**config.mk**
```make
export PLATFORM = sky130hd
export DESIGN_NAME = xoodoo_round_ctrl_sca_flat
export DESIGN_NICKNAME = d
export VERILOG_FILES = /design/src/rtl/xoodoo_round_ctrl_sca_pkg.sv /design/src/rtl/xoodoo_round_ctrl_sca_if.sv /design/src/rtl/xoodoo_round_ctrl_sca.sv /design/src/flat_wrapper.sv
export SDC_FILE = /design/constraint.sdc
export NUM_CORES = 1
export LEC_CHECK = 0
export ABC_AREA = 1
export ABC_CLOCK_PERIOD_IN_PS = 3000
export BUFFER_PORTS_ARGS = -buffer_cell sky130_fd_sc_hd__buf_4
export CAP_MARGIN = 25
export CELL_PAD_IN_SITES_DETAIL_PLACEMENT = 1
export CELL_PAD_IN_SITES_GLOBAL_PLACEMENT = 1
export CORE_UTILIZATION = 42
export CTS_BUF_LIST = sky130_fd_sc_hd__clkbuf_4 sky130_fd_sc_hd__clkbuf_8
export DETAILED_ROUTE_END_ITERATION = 10
export PLACE_DENSITY = 0.86
export SLEW_MARGIN = 20
export SYNTH_ARGS = -nofsm -noshare
export SYNTH_HDL_FRONTEND = slang
export SYNTH_SLANG_ARGS = --single-unit
export TNS_END_PERCENT = 1
```
**constraint.sdc**
```tcl
create_clock -name clk -period 3 [get_ports clk]
set_input_delay 0.3 -clock clk [delete_from_list [all_inputs] [get_ports clk]]
set_output_delay 0.3 -clock clk [all_outputs]
set_load 0.03 [all_outputs]
```
**src/rtl/xoodoo_round_ctrl_sca_pkg.sv**
```systemverilog
// Shared types and constants for the DOM Xoodoo round sequencer.
// FSM encoding, j selector geometry, latency counter width and the j start value.
package xoodoo_ctrl_pkg;

    localparam int unsigned J_W        = 13;
    localparam int unsigned J_LAST_BIT = 11;
    localparam int unsigned CNT_W      = 3;

    typedef enum logic [2:0] {
        StIdle,
        StLoad,
        StRdi,
        StPipe,
        StDone
    } ctrl_state_e;

    // Start position so the last round always lands on j[J_LAST_BIT].
    function automatic logic [J_W-1:0] j_init(input int unsigned num_rounds);
        return J_W'(1) << ((J_LAST_BIT + 1) - num_rounds);
    endfunction

endpackage

```
**src/rtl/xoodoo_round_ctrl_sca_if.sv**
```systemverilog
// Control bundle between the round sequencer and its wrapper/round datapath.
// slave: the sequencer side; master: the side issuing start and supplying rdi_valid.
interface xoodoo_round_ctrl_sca_if;

    logic                              start;
    logic                              rdi_valid;
    logic                              rdi_ready;
    logic                              rdi_en;
    logic                              state_sel;
    logic                              state_we;
    logic [xoodoo_ctrl_pkg::J_W-1:0]   j_out;
    logic                              busy;
    logic                              done;

    modport slave (
        input  start,
        input  rdi_valid,
        output rdi_ready,
        output rdi_en,
        output state_sel,
        output state_we,
        output j_out,
        output busy,
        output done
    );

    modport master (
        output start,
        output rdi_valid,
        input  rdi_ready,
        input  rdi_en,
        input  state_sel,
        input  state_we,
        input  j_out,
        input  busy,
        input  done
    );

endinterface

```
**src/rtl/xoodoo_round_ctrl_sca.sv**
```systemverilog
// Round sequencer for the two-share DOM Xoodoo round: load, rdi handshake, pipeline wait, done.
// Macro XOODOO_RDI_STALL_EN enables stalling on rdi_valid; otherwise RDI lasts one cycle.
module xoodoo_round_ctrl_sca
    import xoodoo_ctrl_pkg::*;
#(
    parameter int unsigned NUM_ROUNDS    = 12,
    parameter int unsigned ROUND_LATENCY = 2
) (
    input logic                     clk,
    input logic                     rst,
    xoodoo_round_ctrl_sca_if.slave  bus
);

    localparam logic [J_W-1:0]   J_INIT    = j_init(NUM_ROUNDS);
    localparam logic [CNT_W-1:0] CNT_START = CNT_W'(ROUND_LATENCY - 1);

    ctrl_state_e      state_q, state_d;
    logic [J_W-1:0]   j_q, j_d;
    logic [CNT_W-1:0] cnt_q, cnt_d;
    logic             rdi_hs;

`ifdef XOODOO_RDI_STALL_EN
    assign rdi_hs = bus.rdi_valid;
`else
    logic unused_rdi_valid;
    assign unused_rdi_valid = bus.rdi_valid;
    assign rdi_hs           = 1'b1;
`endif

    always_ff @(posedge clk) begin
        if (rst) begin
            state_q <= StIdle;
            j_q     <= J_INIT;
            cnt_q   <= '0;
        end else begin
            state_q <= state_d;
            j_q     <= j_d;
            cnt_q   <= cnt_d;
        end
    end

    always_comb begin
        state_d = state_q;
        j_d     = j_q;
        cnt_d   = cnt_q;
        unique case (state_q)
            StIdle: begin
                if (bus.start) state_d = StLoad;
            end
            StLoad: state_d = StRdi;
            StRdi: begin
                if (rdi_hs) begin
                    cnt_d   = CNT_START;
                    state_d = StPipe;
                end
            end
            StPipe: begin
                if (cnt_q != '0) begin
                    cnt_d = cnt_q - CNT_W'(1);
                end else begin
                    j_d     = j_q << 1;
                    state_d = j_q[J_LAST_BIT] ? StDone : StRdi;
                end
            end
            StDone: begin
                j_d     = J_INIT;
                state_d = StIdle;
            end
            default: state_d = StIdle;
        endcase
    end

    always_comb begin
        bus.rdi_ready = 1'b0;
        bus.rdi_en    = 1'b0;
        bus.state_sel = 1'b0;
        bus.state_we  = 1'b0;
        bus.busy      = 1'b0;
        bus.done      = 1'b0;
        unique case (state_q)
            StIdle: ;
            StLoad: begin
                bus.busy     = 1'b1;
                bus.state_we = 1'b1;
            end
            StRdi: begin
                bus.busy      = 1'b1;
                bus.rdi_ready = rdi_hs;
                bus.rdi_en    = rdi_hs;
            end
            StPipe: begin
                bus.busy = 1'b1;
                if (cnt_q == '0) begin
                    bus.state_sel = 1'b1;
                    bus.state_we  = 1'b1;
                end
            end
            StDone: bus.done = 1'b1;
            default: ;
        endcase
    end

    assign bus.j_out = j_q;

endmodule

```
**src/flat_wrapper.sv**
```systemverilog
// flat-port wrapper written by rule: the top's interface ports become plain ports
module xoodoo_round_ctrl_sca_flat import xoodoo_ctrl_pkg::*;
#(
    parameter int unsigned NUM_ROUNDS    = 12,
    parameter int unsigned ROUND_LATENCY = 2
)
  (clk, rst, bus_start, bus_rdi_valid, bus_rdi_ready, bus_rdi_en, bus_state_sel, bus_state_we, bus_j_out, bus_busy, bus_done);
  xoodoo_round_ctrl_sca_if bus_i ();
  input logic clk;
  input logic rst;
  input wire logic [$bits(bus_i.start)-1:0] bus_start;
  input wire logic [$bits(bus_i.rdi_valid)-1:0] bus_rdi_valid;
  output wire logic [$bits(bus_i.rdi_ready)-1:0] bus_rdi_ready;
  output wire logic [$bits(bus_i.rdi_en)-1:0] bus_rdi_en;
  output wire logic [$bits(bus_i.state_sel)-1:0] bus_state_sel;
  output wire logic [$bits(bus_i.state_we)-1:0] bus_state_we;
  output wire logic [$bits(bus_i.j_out)-1:0] bus_j_out;
  output wire logic [$bits(bus_i.busy)-1:0] bus_busy;
  output wire logic [$bits(bus_i.done)-1:0] bus_done;
  assign bus_i.start = bus_start;
  assign bus_i.rdi_valid = bus_rdi_valid;
  assign bus_rdi_ready = bus_i.rdi_ready;
  assign bus_rdi_en = bus_i.rdi_en;
  assign bus_state_sel = bus_i.state_sel;
  assign bus_state_we = bus_i.state_we;
  assign bus_j_out = bus_i.j_out;
  assign bus_busy = bus_i.busy;
  assign bus_done = bus_i.done;
  xoodoo_round_ctrl_sca #(.NUM_ROUNDS(NUM_ROUNDS), .ROUND_LATENCY(ROUND_LATENCY)) u_core (.clk(clk), .rst(rst), .bus(bus_i));
endmodule
```
==> results.py <==
metrics = {
    "placed_design": {
        "dpl_cell_area_sq_um": 1020,
        "place_hpwl_um": 1520,
        "gp_congestion": 0.699,
        "dp.cells": 154,
        "io_buffers": 21,
    },
    "setup_path": {
        "worstPathArrival_ns": 1.77,
        "critical_path_buf_inv_count": 2,
        "cp.required_ns": 2.70,
        "startpoint_type": "flip-flop",
        "cp_slowest_cell": "nor2_2",
        "end_kind": "output port",
        "crit_chain": "inv_1 -> ha_1 -> nand2_4 -> nor2_2 -> buf_4",
        "path_max_fanout": 13,
        "slowest_delay_ns": 0.47,
        "critPathTopFamily": "simple AND/OR/NAND/NOR gates",
        "worstSetupPathType": "reg -> out",
    },
    "synth": {
        "ys_warn_count": 0,
        "synth_seq_area_share_pct": 42.1,
        "synth_seq_cells": 19,
        "synth.distinct_cells": 18,
        "synth_nets": 119,
        "avgSynthCellArea_sq_um": 7.99,
        "synth_cells": 113,
        "netlist_area_sq_um": 903,
    },
    "detailed_routing": {
        "vias_per_cell": 5.32,
        "routedWlPerCell_um": 13.7,
        "dr.pass1.iters": 4,
        "drc_errors": 0,
        "postRouteAntennaNets": 0,
        "vias": 840,
        "wirelength_um": 2170,
        "dr.first_iter.drc_count": 10,
    },
    "pwr": {
        "switching_share_pct": 29.0,
        "switchingPower_mw": 0.140,
        "p_per_area_nw_per_um2": 461,
        "p_int_mw": 0.343,
        "pwr-share-clk_pct": 30.0,
        "p_seq_share_pct": 54.7,
        "p_comb_share_pct": 15.3,
        "irDropWorstVdd_v": 0.000349,
        "leakage_nw": 0.475,
        "total_power_mw": 0.483,
    },
    "clock_network": {
        "cts-hold-fix-buffers": 0,
        "cts-buffers-inserted": 3,
        "htree_num_levels": 1,
        "cts_tree": "yes",
        "cts_sinks": 19,
        "path_clk_slew_ns": 0.11,
        "clkLatencyLatePin_ns": 0.31,
        "cts_setup_buffers": 0,
        "cts_resized": 0,
        "cts.path.max_buffers": 2,
        "cts_root_buffer": "clkbuf_4",
    },
    "cells_and_area": {
        "area_growth_pct": 16.1,
        "drive_gt1_share_pct": 24.4,
        "layout_common_cells": "31 x nand3_1, 21 x buf_4, 19 x dfxtp_1",
        "final_cells": 158,
        "postLayoutCellArea_sq_um": 1050,
        "antenna_cells": 0,
        "post-route-util_pct": 52.9,
        "fillers": 257,
        "num-nets-final": 138,
        "layout_commonest_cell": "nand3_1",
    },
    "floorplanning": {
        "fp.dieArea_sq_um": 2340,
        "die_w_um": 48.4,
        "ioPinCount": 23,
        "core-area_sq_um": 1980,
        "die_h_um": 48.4,
        "start_util_pct": 45.6,
        "num_rows": 16,
    },
    "job": {
        "drv_cap": 0,
    },
    "sta": {
        "fin_setup_tns_ns": 0,
        "rsz0062_at_grt": "false",
        "fin_worst_skew_ns": 0.000586,
        "relSlewSlack_pct": 62.9,
        "finalSetupViolations": 0,
        "worstMarginPinSlew_ns": 0.556,
        "fmax_mhz": 484,
        "slew_violations": 0,
        "post-route-min-period_ns": 2.07,
        "final-hold-violation-count": 0,
        "fin_crit_sh_pct": 68.9,
    },
    "grt": {
        "antenna_found_initial": 0,
        "grt_max_degree": 27,
        "grt_overflow": 0,
        "grt_pass1_vias": 790,
        "grt_first_pass_wirelength_um": 3590,
        "globalRouteTotalUtil_pct": 19.7,
    },
    "run_status": {
        "status": "finished, final reports clean",
    },
    "min_path": {
        "hp-class": "in -> reg",
    },
}
power by group through the flow:
| stage | Clock, mW | Sequential [mW] | Combinational, mW |
|---|---|---|---|
| after floorplan | 0 | 0.271 | 0.0558 |
| after global placement | 0 | 0.269 | 0.0711 |
| after detailed placement | 0 | 0.270 | 0.0743 |
| after CTS | 0.148 | 0.264 | 0.0750 |
| after global routing | 0.162 | 0.265 | 0.0810 |
| final | 0.145 | 0.264 | 0.0740 |
logic make-up (layout without fill, tap and decap cells):
| kind of cell | Yosys count | count (layout) | share of synthesized area (%) |
|---|---|---|---|
| flops | 19 | 19 | 42.1 |
| fa+ha+maj | 2 | 2 | 2.77 |
| simple gates | 55 | 55 | 31.7 |
| buf+inv | 19 | 37 | 13.4 |
| compound gates | 18 | 18 | 9.97 |
registers in the layout, indices dropped and copies added, names as in the netlist:
register	count
u_core.bus.j_out	13
u_core.state_q	3
u_core.cnt_q	3
per-layer routing:
| layer | part of all wire [%] | global-route usage (%) | vias up |
|---|---|---|---|
| li1 | - | - | 410 |
| met1 | 45 | 22.9 | 409 |
| met2 | 50 | 35.7 | 19 |
| met3 | 3.9 | 5.66 | 2 |
| met4 | 0.97 | 4.41 | 0 |
| met5 | 0 | 0 | - |
through the flow:
step | hold WS (ns) | setup WS [ns]
after floorplan | 0.455 | 1.56
after global placement | 0.466 | 1.35
after detailed placement | 0.481 | 1.29
after CTS | 0.285 | 0.921
after global routing | 0.287 | 0.805
final | 0.288 | 0.933
worst paths after layout:
path / slack (ns) / to / from / cells past startpoint
max reg2reg: 1.42 / u_core.bus.j_out[1]$_SDFFE_PP0P_ / u_core.cnt_q[0]$_SDFFE_PP0P_ / 6
min reg2reg: 0.49 / u_core.cnt_q[1]$_SDFFE_PP0P_ / u_core.cnt_q[1]$_SDFFE_PP0P_ / 2
max: 0.93 / bus_state_sel / u_core.cnt_q[0]$_SDFFE_PP0P_ / 5
min: 0.29 / u_core.bus.j_out[5]$_SDFFE_PP0P_ / rst / 2
cells in the mapped netlist, drive strengths merged:
cell type	count	share of area, %
nand3b	1	0.83
nand4	1	0.69
a21oi	17	9.4
nand3	31	17
nand2	17	9.8
inv	12	5.0
nor2	5	3.2
o21ai	1	0.55
ha	2	2.8
dfxtp	19	42
clkbuf	2	3.0
buf	5	5.4
area by class of cell:
class / count / area [sq um] / area share (%)
clock buffers: 4 / 30.0 / 2.86
inverters: 12 / 45.0 / 4.30
multi-input cells: 75 / 402 / 38.3
flip-flops and latches: 19 / 380 / 36.3
well taps: 27 / 33.8 / 3.22
repair buffers: 21 / 158 / 15.0
No activity file was read; power rests on OpenSTA's default activity.
